--- src/rtl/ra_host_sdr_64x72.sv ---
// Command front end for the 64x72 SDR test array: issues reads/writes on
// registered enables and returns read data in order through a credited FIFO.
module ra_host_sdr_64x72 #(
  parameter int RD_LAT     = 2,
  parameter int FIFO_DEPTH = 4
) (
  input  logic        clk,
  input  logic        reset,
  input  logic        cmd_val,
  output logic        cmd_rdy,
  input  logic        cmd_wr,
  input  logic [5:0]  cmd_adr,
  input  logic [71:0] cmd_dat,
  output logic        rsp_val,
  input  logic        rsp_rdy,
  output logic [71:0] rsp_dat,
  output logic        rsp_port,
  output logic        busy,
  output logic        rd_enb_0,
  output logic [5:0]  rd_adr_0,
  input  logic [71:0] rd_dat_0,
  output logic        rd_enb_1,
  output logic [5:0]  rd_adr_1,
  input  logic [71:0] rd_dat_1,
  output logic        wr_enb_0,
  output logic [5:0]  wr_adr_0,
  output logic [71:0] wr_dat_0
);

  localparam int AW = $clog2(FIFO_DEPTH);
  localparam int CW = AW + 1;

  logic              sel;
  logic [RD_LAT-1:0] pipe_vld;
  logic [RD_LAT-1:0] pipe_port;

  logic [71:0]           fifo_dat [FIFO_DEPTH];
  logic [FIFO_DEPTH-1:0] fifo_port;
  logic [AW-1:0]         wr_ptr;
  logic [AW-1:0]         rd_ptr;
  logic [CW-1:0]         count;

  logic       hazard;
  logic       accept;
  logic       push;
  logic       pop;
  logic [7:0] outstanding;

  // Every read holds one credit from issue until its FIFO entry is popped.
  always_comb begin
    outstanding = 8'(count) + 8'(rd_enb_0) + 8'(rd_enb_1);
    for (int i = 0; i < RD_LAT; i++) begin
      outstanding = outstanding + 8'(pipe_vld[i]);
    end
  end

  assign hazard   = cmd_val & ~cmd_wr & wr_enb_0 & (cmd_adr == wr_adr_0);
  assign cmd_rdy  = (outstanding < 8'(FIFO_DEPTH)) & ~hazard;
  assign accept   = cmd_val & cmd_rdy;
  assign push     = pipe_vld[RD_LAT-1];
  assign rsp_val  = (count != '0);
  assign pop      = rsp_val & rsp_rdy;
  assign rsp_dat  = fifo_dat[rd_ptr];
  assign rsp_port = fifo_port[rd_ptr];
  assign busy     = (|pipe_vld) | rd_enb_0 | rd_enb_1 | rsp_val;

  always_ff @(posedge clk or negedge reset) begin
    if (!reset) begin
      sel      <= 1'b0;
      wr_enb_0 <= 1'b0;
      wr_adr_0 <= '0;
      wr_dat_0 <= '0;
      rd_enb_0 <= 1'b0;
      rd_adr_0 <= '0;
      rd_enb_1 <= 1'b0;
      rd_adr_1 <= '0;
    end else begin
      wr_enb_0 <= accept & cmd_wr;
      rd_enb_0 <= accept & ~cmd_wr & ~sel;
      rd_enb_1 <= accept & ~cmd_wr & sel;
      if (accept & cmd_wr) begin
        wr_adr_0 <= cmd_adr;
        wr_dat_0 <= cmd_dat;
      end
      if (accept & ~cmd_wr) begin
        if (sel) rd_adr_1 <= cmd_adr;
        else     rd_adr_0 <= cmd_adr;
        sel <= ~sel;
      end
    end
  end

  // Stage 0 follows the issue register, so the last stage lines up with rd_dat.
  always_ff @(posedge clk or negedge reset) begin
    if (!reset) begin
      pipe_vld  <= '0;
      pipe_port <= '0;
    end else begin
      pipe_vld[0]  <= rd_enb_0 | rd_enb_1;
      pipe_port[0] <= rd_enb_1;
      for (int i = 1; i < RD_LAT; i++) begin
        pipe_vld[i]  <= pipe_vld[i-1];
        pipe_port[i] <= pipe_port[i-1];
      end
    end
  end

  always_ff @(posedge clk or negedge reset) begin
    if (!reset) begin
      for (int i = 0; i < FIFO_DEPTH; i++) begin
        fifo_dat[i] <= '0;
      end
      fifo_port <= '0;
      wr_ptr    <= '0;
      rd_ptr    <= '0;
      count     <= '0;
    end else begin
      if (push) begin
        fifo_dat[wr_ptr]  <= pipe_port[RD_LAT-1] ? rd_dat_1 : rd_dat_0;
        fifo_port[wr_ptr] <= pipe_port[RD_LAT-1];
        wr_ptr            <= wr_ptr + AW'(1);
      end
      if (pop) begin
        rd_ptr <= rd_ptr + AW'(1);
      end
      case ({push, pop})
        2'b10:   count <= count + CW'(1);
        2'b01:   count <= count - CW'(1);
        default: count <= count;
      endcase
    end
  end

endmodule
--- config.mk ---
export PLATFORM = sky130hd
export DESIGN_NAME = ra_host_sdr_64x72
export DESIGN_NICKNAME = d
export VERILOG_FILES = /design/src/rtl/ra_host_sdr_64x72.sv
export SDC_FILE = /design/constraint.sdc
export NUM_CORES = 1
export LEC_CHECK = 0
export BUFFER_PORTS_ARGS = -buffer_cell sky130_fd_sc_hd__buf_2
export CAP_MARGIN = 20
export CORE_UTILIZATION = 30
export DETAILED_ROUTE_END_ITERATION = 10
export PLACE_DENSITY = 0.59
export SYNTH_ARGS = -nofsm -noshare
export SYNTH_HDL_FRONTEND = slang
export SYNTH_SLANG_ARGS = --single-unit
--- constraint.sdc ---
create_clock -name clk -period 3.77 [get_ports clk]
set_input_delay 0.377 -clock clk [delete_from_list [all_inputs] [get_ports clk]]
set_output_delay 0.377 -clock clk [all_outputs]
set_load 0.005 [all_outputs]
### After elaboration in Yosys (flattened, before gate mapping)

Index checks and enable logic that the tools add are counted.

* add/subtract/negate cells: 8
* multipliers: 0
* divide/modulo/power cells: 0
* $lt $le $gt $ge: 7
* equal/unequal tests: 3
* shift operators: 0
* multiplexer cells: 13
* bitwise logic cells: 19
* reductions and logical operators: 7

Operator list (number)
* $bwmux 288: 1
* $mux 72: 4
* $bmux 72 s2: 1
* $demux 72 s2: 1
* $and 1x1->1: 10
* $add 6x1->7: 1
* $lt 7x3->1 const B: 1
* $add 5x1->6: 1
* $eq 6x6->1: 1
* $ge 3x3->1 const B: 2
* $lt 2x3->1 const B: 2
* $not 2->3: 2
* $pmux 3 s2: 1
* $add 4x1->5: 1
* $add 2x1->2 const B: 2
* $add 3x1->4: 1
* $bwmux 4: 1
* $or 1x1->1: 4
* $reduce_and 2->1: 2
* $add 3x1->3 const B: 1
* $lt 3x1->1 const B: 1
* $not 1->1: 3
* $reduce_bool 3->1: 1
* $sub 3x1->3 const B: 1
* other kinds (9): 11

* flip-flop bits (word level): 397
* bits in latches: 0
* RAM bits: 0
* memory bits (read-only): 0
* bits of input ports: 227
* output and inout bits: 169
* logic and storage cells: 75
* memories: 0

### Longest topological paths before layout

Gate-level depths: netlist (run 1).

* depth after elaboration: 9
* depth in mapped cells: 8
* depth with buffers taken out: 8

### Worst setup path before layout (run 1)

No wires, ideal clock.

* kind: flip-flop to flip-flop
* start point: reg rd_enb_0
* end point: reg wr_dat_0[10]
* library setup time: 125 ps
* data arrival time: 2512 ps
* path slack: 1133 ps
* stages on the path, launching flop included: 9
* path buffers: 2
* clock period less this slack: 2637 ps
* path through: dfrtp_1 fa_1 ha_1 a21o_1 a211o_4 nor2_4 buf_4 buf_4 mux2_2

* longest elaborated chain between the ends: 8

Ends and longest elaborated chain
* start, declared: line 19 `output logic rd_enb_0,`
* start signal, assigned: line 79 `rd_enb_0 <= accept & ~cmd_wr & ~sel;`
* $add 3x1->4: line 51 `outstanding = 8'(count) + 8'(rd_enb_0) + 8'(rd_enb_1);`
* $add 4x1->5: line 51
* $add 5x1->6: line 53 `outstanding = outstanding + 8'(pipe_vld[i]);`
* $add 6x1->7: line 53
* $lt 7x3->1: line 58 `assign cmd_rdy = (outstanding < 8'(FIFO_DEPTH)) & ~hazard;`
* $and 1x1->1: line 58
* $and 1x1->1: line 59 `assign accept = cmd_val & cmd_rdy;`
* $and 1x1->1: line 81 `if (accept & cmd_wr) begin`
* end signal, assigned: line 83 `wr_dat_0 <= cmd_dat;`
* end, declared: line 27 `output logic [71:0] wr_dat_0`

No other way between the ends.
A chain may end at the register's enable or synchronous reset.

### Final worst setup path (run 1)

* start point: reg pipe_vld[1]
* end point: out cmd_rdy

* longest elaborated chain between the ends: 3

Ends and longest elaborated chain
* start, declared: line 34 `logic [RD_LAT-1:0] pipe_vld;`
* start signal, assigned by index: line 102 `pipe_vld[i] <= pipe_vld[i-1];`
* $add 6x1->7: line 53
* $lt 7x3->1: line 58
* $and 1x1->1: line 58
* end, declared: line 10 `output logic cmd_rdy,`

No other way between the ends.

==> results of run 1 <==
==> state kept, by name (all words and copies together) (netlist names), 2 cells and up <==
register,count
count,3
rd_ptr,2
rd_adr_1,6
wr_ptr,2
pipe_vld,2
fifo_dat,288
fifo_port,4
rd_adr_0,6
wr_dat_0,72
wr_adr_0,6
pipe_port,2
==> routing by layer <==
| metal | up-vias | wire length, microns |
|---|---|---|
| met5 | - | 0 |
| met4 | 0 | 835 |
| met3 | 57 | 2750 |
| met2 | 342 | 21100 |
| met1 | 5747 | 17500 |
| li1 | 5517 | - |
==> through the flow <==
step,std cells,instance area [sq um]
after floorplan,1369,16800
after global routing,2515,21100
after global placement,2442,19700
final,2515,21100
after CTS,2515,21100
after detailed placement,2442,19700
==> where the power goes <==
part	total, mW	switching, mW	internal, mW
clock	4.22	1.68	2.54
sequential	7.39	1.17	6.22
combinational	6.27	2.90	3.37
total	17.9	5.75	12.1
==> final timing paths <==
kind / start / to / slack [ns]
min reg2reg: pipe_port[0] / pipe_port[1] / 0.35
max in group asynchronous: reset / fifo_dat[89] / 2.32
min in group asynchronous: reset / fifo_dat[67] / 0.50
min: cmd_dat[23] / wr_dat_0[23] / 0.06
max: pipe_vld[1] / cmd_rdy / 0.70
max reg2reg: pipe_vld[1] / rd_adr_0[4] / 0.92
==> cell usage after synthesis (all sizes together), types with 2 or more instances <==
cell type	n
inv	9
mux2i	73
mux4	73
mux2	94
dfrtp	397
ha	8
fa	2
clkbuf	42
nand3	2
and2	5
buf	56
nor3	2
nand2	4
nor2	292
xnor2	6
a21oi	288
nor4	2
xor2	7
==> critical path: stages, from the launching register on <==
cell and delay [ns]:
dfrtp_1 0.53, fa_1 0.47, ha_1 0.28, a21o_1 0.17, a211o_4 0.39, nor2_1 0.16
buf_2 0.13
==> logic make-up after synthesis <==
kind of cell               Yosys count  share of synthesized area
AOI/OAI and AO/OA                  291                     0.0877
xor gates and xnor gates            13                    0.00679
adders and majority gates           10                    0.00835
buffers and inverters              107                     0.0257
DFF                                397                      0.592
muxes                              240                      0.205
and+or+nand+nor                    311                     0.0746
==> placed cells by master (no fill, tap or decap), types with 2 or more instances in the layout <==
cell type / n
mux4_2: 73
buf_12: 12
dfrtp_1: 394
inv_1: 9
clkbuf_8: 5
clkinv_2: 8
mux2i_1: 73
xnor2_1: 6
clkbuf_16: 45
dfrtp_4: 3
nor4_4: 2
xor2_1: 7
buf_4: 16
buf_2: 394
bufinv_16: 4
ha_1: 8
clkbuf_1: 6
nand3_1: 2
clkinvlp_4: 2
and2_4: 4
a21oi_1: 288
mux2_2: 94
nor2_1: 291
fa_1: 2
nand2_1: 4
==> final cells by class <==
type                            count  area, sq um
Timing Repair Buffer              424         2360
Clock buffer                       56         1220
Tap cell                          748          936
Sequential cell                   397         9950
Inverter                            9         33.8
Clock inverter                     16          193
Multi-Input combinational cell    865         6420
Fill cell                        5401        34100
==> impl_results.md, run 1 <==
- Status: completed
- Maxcap violations: 0
- GR peak layer: met2
- Post-synth top area share: 0.592
- Startpoint Class: flop
- I/O Buffers: 395
- Cell Pwr Density: 847 mW/mm^2
- Leak: 8.78 nW
- Clk buf depth: 3
- Worst path required time: 3.39 ns
- Post-synth EDFFs: 0
- Yosys cell types: 29
- Final core utilization: 0.382
- Global-route wire length before repair: 66.6 mm
- R2R depth: 6
- Post-route setup slack: 0.701 ns
- Die area: 0.0569 sq mm
- Initial antenna violation count: 0
- Worst hold path depth: 2
- Clock sink count: 397
- Synthesized Nets: 1606
- Yosys warns: 0
- Die height: 238 microns
- Min cycle time layout: 3.07 ns
- Number of global-route vias before repair: 12325
- Core area: 0.0552 sq mm
- VDD IR max: 0.000477 V
- Post-CTS Resized: 0
- Worst Clk Skew: 0.00969 ns
- Final ANT Viol Nets: 0
- Total power: 17.9 mW
- Final Slew Violations: 0
- Final hold violation count: 0
- Post-layout net count: 1978
- Routed vias/inst: 4.64
- Grt total ovfl: 0
- Cell taking the most area after synthesis: dfrtp_1
- Hold slack: 0.0606 ns
- Die X: 238 microns
- Sequential element share of the synthesized area: 0.592
- Worst skew pair latency: 0.55 ns
- Drt total wl: 42.2 mm
- # IOs: 396
- All-Layer GR Usage: 0.150
- Worst-margin pin slew: 0.880 ns
- Fin crit share: 0.814
- CTS root buf: clkbuf_16
- Pre-CTS setup slack: 0.874 ns
- Inserted Diodes: 0
- Via count: 11663
- # DRC: 0
- RSZ-0062 raised after global routing: false
- Hold_buf cts: 1
- Met2 Resource Use GR: 0.262
- Largest net degree at the start of global routing: 108
- Post-DP HPWL: 28.0 mm
- Initial Utilization: 0.304
- Setup bufs post-CTS: 0
- CTS buffer count: 44
- Most area-consuming cells after synthesis: dfrtp_1, mux4_2, a21oi_1, nor2_1, mux2_2
- Hold Path Class: input port to flop
- Syn Inst Count: 1369
- Met3 Usage GRT: 0.0369
- Final setup violating endpoints: 0
- Synth Cell Area: 0.0168 sq mm
- Wire per inst: 16.8 microns
- First-pass detailed-route iteration total: 4
- Max Freq: 326 MHz
- Share of cells above drive strength 1: 0.378
- Setup CP Type: flop to primary output
- Main synth FF type: dfrtp_1
- Initial DRC count: 424
- Area delta synth->final: 25.8%
- Fin Setup TNS: 0 ns
- Gpl congestion: 0.744
- FFs w/ async S/R, synth: 1.00
- H-tree depth: 2
- Clock slew at reported path FFs: 0.06 ns
- Worst Path Arrival: 2.69 ns
- Crit path max fanout: 10
- GR Util met1: 0.179
- Synth Area per Inst: 12.3 sq um
- CP endpoint kind: primary output
- # rows: 86
- TritonCTS clock tree: built
- Slew headroom: 0.413
- Seq cells post-synth: 397
(Power assumes the default switching activity.)
==> run 2, diff against run 1 <==
--- a/config.mk
+++ b/config.mk
@@ -5,11 +5,12 @@
 export SDC_FILE = /design/constraint.sdc
 export NUM_CORES = 1
 export LEC_CHECK = 0
+export ABC_AREA = 1
 export BUFFER_PORTS_ARGS = -buffer_cell sky130_fd_sc_hd__buf_2
 export CAP_MARGIN = 20
 export CORE_UTILIZATION = 30
 export DETAILED_ROUTE_END_ITERATION = 10
-export PLACE_DENSITY = 0.59
+export PLACE_DENSITY = 0.58
 export SYNTH_ARGS = -nofsm -noshare
 export SYNTH_HDL_FRONTEND = slang
 export SYNTH_SLANG_ARGS = --single-unit
==> constraint.sdc (replaced) <==
create_clock -name clk -period 3.22 [get_ports clk]
set_input_delay 0.322 -clock clk [delete_from_list [all_inputs] [get_ports clk]]
set_output_delay 0.322 -clock clk [all_outputs]
set_load 0.005 [all_outputs]
==> impl_results.md, run 2 <==
- Status: completed
- Maxcap violations: 0 (unchanged)
- Setup bufs post-CTS: 0 (unchanged)
- Min cycle time layout: 2.99 ns
- CTS root buf: clkbuf_16
- Final setup violating endpoints: 0 (unchanged)
- Fin Setup TNS: 0 ns (unchanged)
- Pre-CTS setup slack: 0.645 ns (-0.230 ns)
- Commonest cells post-synth: nand2_1, nor2_1, dfrtp_1, a31oi_1, o21ai_0
- Initial Utilization: 0.306 (+0.00216)
- First-pass detailed-route iteration total: 5 (+1)
- Synth Cell Area: 0.0174 sq mm (+3.7%)
- Die area: 0.0589 sq mm (+3.6%)
- Most frequent cells in the layout: nand2_1, nor2_1, dfrtp_1, buf_2, a31oi_1
- Inserted Diodes: 0 (unchanged)
- Worst skew pair latency: 0.57 ns (+0.02 ns)
- RSZ-0062 raised after global routing: false
- All-Layer GR Usage: 0.187 (+0.0378)
- Worst Path Arrival: 2.67 ns (-0.02 ns)
- Area delta synth->final: 29.2%
- Most area-consuming cells after synthesis: dfrtp_1, a31oi_1, nand2_1, nor2_1, o21ai_0
- Initial DRC count: 1004 (+140%)
- Main synth FF type: dfrtp_1
- Final Slew Violations: 0 (unchanged)
- Wire per inst: 17.4 microns (+3.4%)
- Number of global-route vias before repair: 16183 (+31%)
- Sequential element share of the synthesized area: 0.571 (-0.0210)
- Die height: 243 microns (+1.8%)
- Initial antenna violation count: 4 (+4)
- Gpl congestion: 0.791 (+6.4%)
- I/O Buffers: 395 (unchanged)
- Post-DP HPWL: 34.4 mm (+23%)
- Drt total wl: 55.9 mm (+32%)
- CP max stage cell: dfrtp_1
- Post-synth top area share: 0.571 (-0.0210)
- Worst Clk Skew: 0.0160 ns (+0.00633 ns)
- FFs w/ async S/R, synth: 1.00 (unchanged)
- Yosys cell types: 26 (-10%)
- Worst path cell trace: fa_1 > ha_1 > a21o_1 > nand2_1 > nand3_1 > nor2_1 > buf_2
- Post-synth EDFFs: 0 (unchanged)
- Synthesized Nets: 2257 (+41%)
- Global-route wire length before repair: 88.3 mm (+33%)
- Cell Pwr Density: 972 mW/mm^2 (+15%)
- Seq cells post-synth: 397 (unchanged)
- Clock slew at reported path FFs: 0.06 ns (about the same)
- Worst-margin pin slew: 0.883 ns (+0.00291 ns)
- VDD IR max: 0.000487 V (+2.2%)
- Largest net degree at the start of global routing: 135 (+25%)
- Final hold violation count: 0 (unchanged)
- H-tree depth: 2 (unchanged)
- Post-route setup slack: 0.231 ns (-0.470 ns)
- Setup CP Type: flop to primary output
- # DRC: 0 (unchanged)
- Clk buf depth: 3 (unchanged)
- Slew headroom: 0.411 (-0.00194)
- Routed vias/inst: 5.05 (+8.9%)
- Cell taking the most area after synthesis: dfrtp_1
- CTS buffer count: 45 (+2.3%)
- Core area: 0.0568 sq mm (+2.9%)
- Share of cells above drive strength 1: 0.209 (-0.169)
- Worst stage delay on the critical path: 0.52 ns (about the same)
- Synth Area per Inst: 8.61 sq um (-30%)
- TritonCTS clock tree: built
- Max reg flops: 288 (unchanged)
- # IOs: 396 (unchanged)
- Buffers plus inverters on the worst setup path: 1 (unchanged)
- Worst path required time: 2.90 ns (-0.49 ns)
- Post-layout net count: 2664 (+35%)
- Grt total ovfl: 0 (unchanged)
- CP endpoint kind: primary output
- Startpoint Class: flop
- # rows: 87 (+1.2%)
- Die X: 243 microns (+1.8%)
- Crit path max fanout: 10 (unchanged)
- Fin crit share: 0.928
- Hold Path Class: input port to flop
- Syn Inst Count: 2020 (+48%)
- Final ANT Viol Nets: 0 (unchanged)
- Clock sink count: 397 (unchanged)
- Leak: 10.1 nW (+15%)
- Largest register by flop count: fifo_dat
- Via count: 16241 (+39%)
- Max Freq: 335 MHz
- Yosys warns: 0 (unchanged)
- Largest regs: fifo_dat x288, wr_dat_0 x72
- CP top delay family: adder cells
## run 2: final timing paths
check                             startpoint            end  slack, ns  cells past startpoint
worst max-delay path             pipe_vld[1]        cmd_rdy       0.23                      7
worst min-delay path              cmd_adr[3]    wr_adr_0[3]       0.05                      3
worst max register to register   pipe_vld[1]   wr_dat_0[48]       0.58                      8
worst min register to register  pipe_port[0]   pipe_port[1]       0.37                      0
max in group asynchronous              reset   fifo_dat[20]       1.91                      3
min in group asynchronous              reset  fifo_dat[128]       0.42                      2
## run 2: timing repair
| action | in CTS | in global routing |
|---|---|---|
| gates resized for setup | 0 | 0 |
| hold buffers | 75 | 0 |
| hold endpoints to repair | 163 | 0 |
## run 2: cell families (layout without fill, tap and decap cells)
group	Yosys count	count (layout)	share of synthesized area
AOI/OAI and AO/OA	518	518	0.175
adders and majority gates	10	10	0.00806
xor gates and xnor gates	6	6	0.00302
DFF	397	397	0.571
buffers and inverters	179	620	0.0427
and+or+nand+nor	910	910	0.200
## run 2: layer usage
layer,part of all wire,vias to the layer above,GRT usage
li1,-,7697,-
met1,0.43,7853,0.240
met2,0.47,592,0.310
met5,0.00093,-,0
met3,0.077,91,0.0485
met4,0.024,8,0.0559
## run 2: where the power goes
group	switching (mW)	total, mW	leakage (nW)	internal (mW)
Combinational	4.79	8.08	5.03	3.29
Sequential	1.31	8.49	4.34	7.18
Clock	2.07	5.27	0.764	3.20
## run 2: stage by stage
step | hold WS [ns] | instance area (sq um) | util | cells | total power, mW
after detailed placement | 0.366 | 20200 | 0.355 | 3061 | 16.6
after global routing | 0.0217 | 22500 | 0.395 | 3217 | 23.5
after floorplan | 0.0264 | 17400 | - | 2020 | 13.0
after CTS | 0.00245 | 22500 | 0.395 | 3217 | 22.1
final | 0.0491 | 22500 | 0.395 | 3217 | 21.8
after global placement | 0.369 | 20200 | 0.355 | 3061 | 16.4
## run 2: layout make-up
type	count	area (sq um)
fillers	5724	34400
flip-flops and latches	397	9940
clock buffers	68	1390
multi-input cells	1444	6720
repair buffers	503	3170
well taps	756	946
clock inverters	13	144
inverters	36	149
## run 2: worst min-delay path: cells and delay by family
kind                   cells  cell delay (ns)
buffers and inverters      1             0.13
and+or+nand+nor            2             0.12
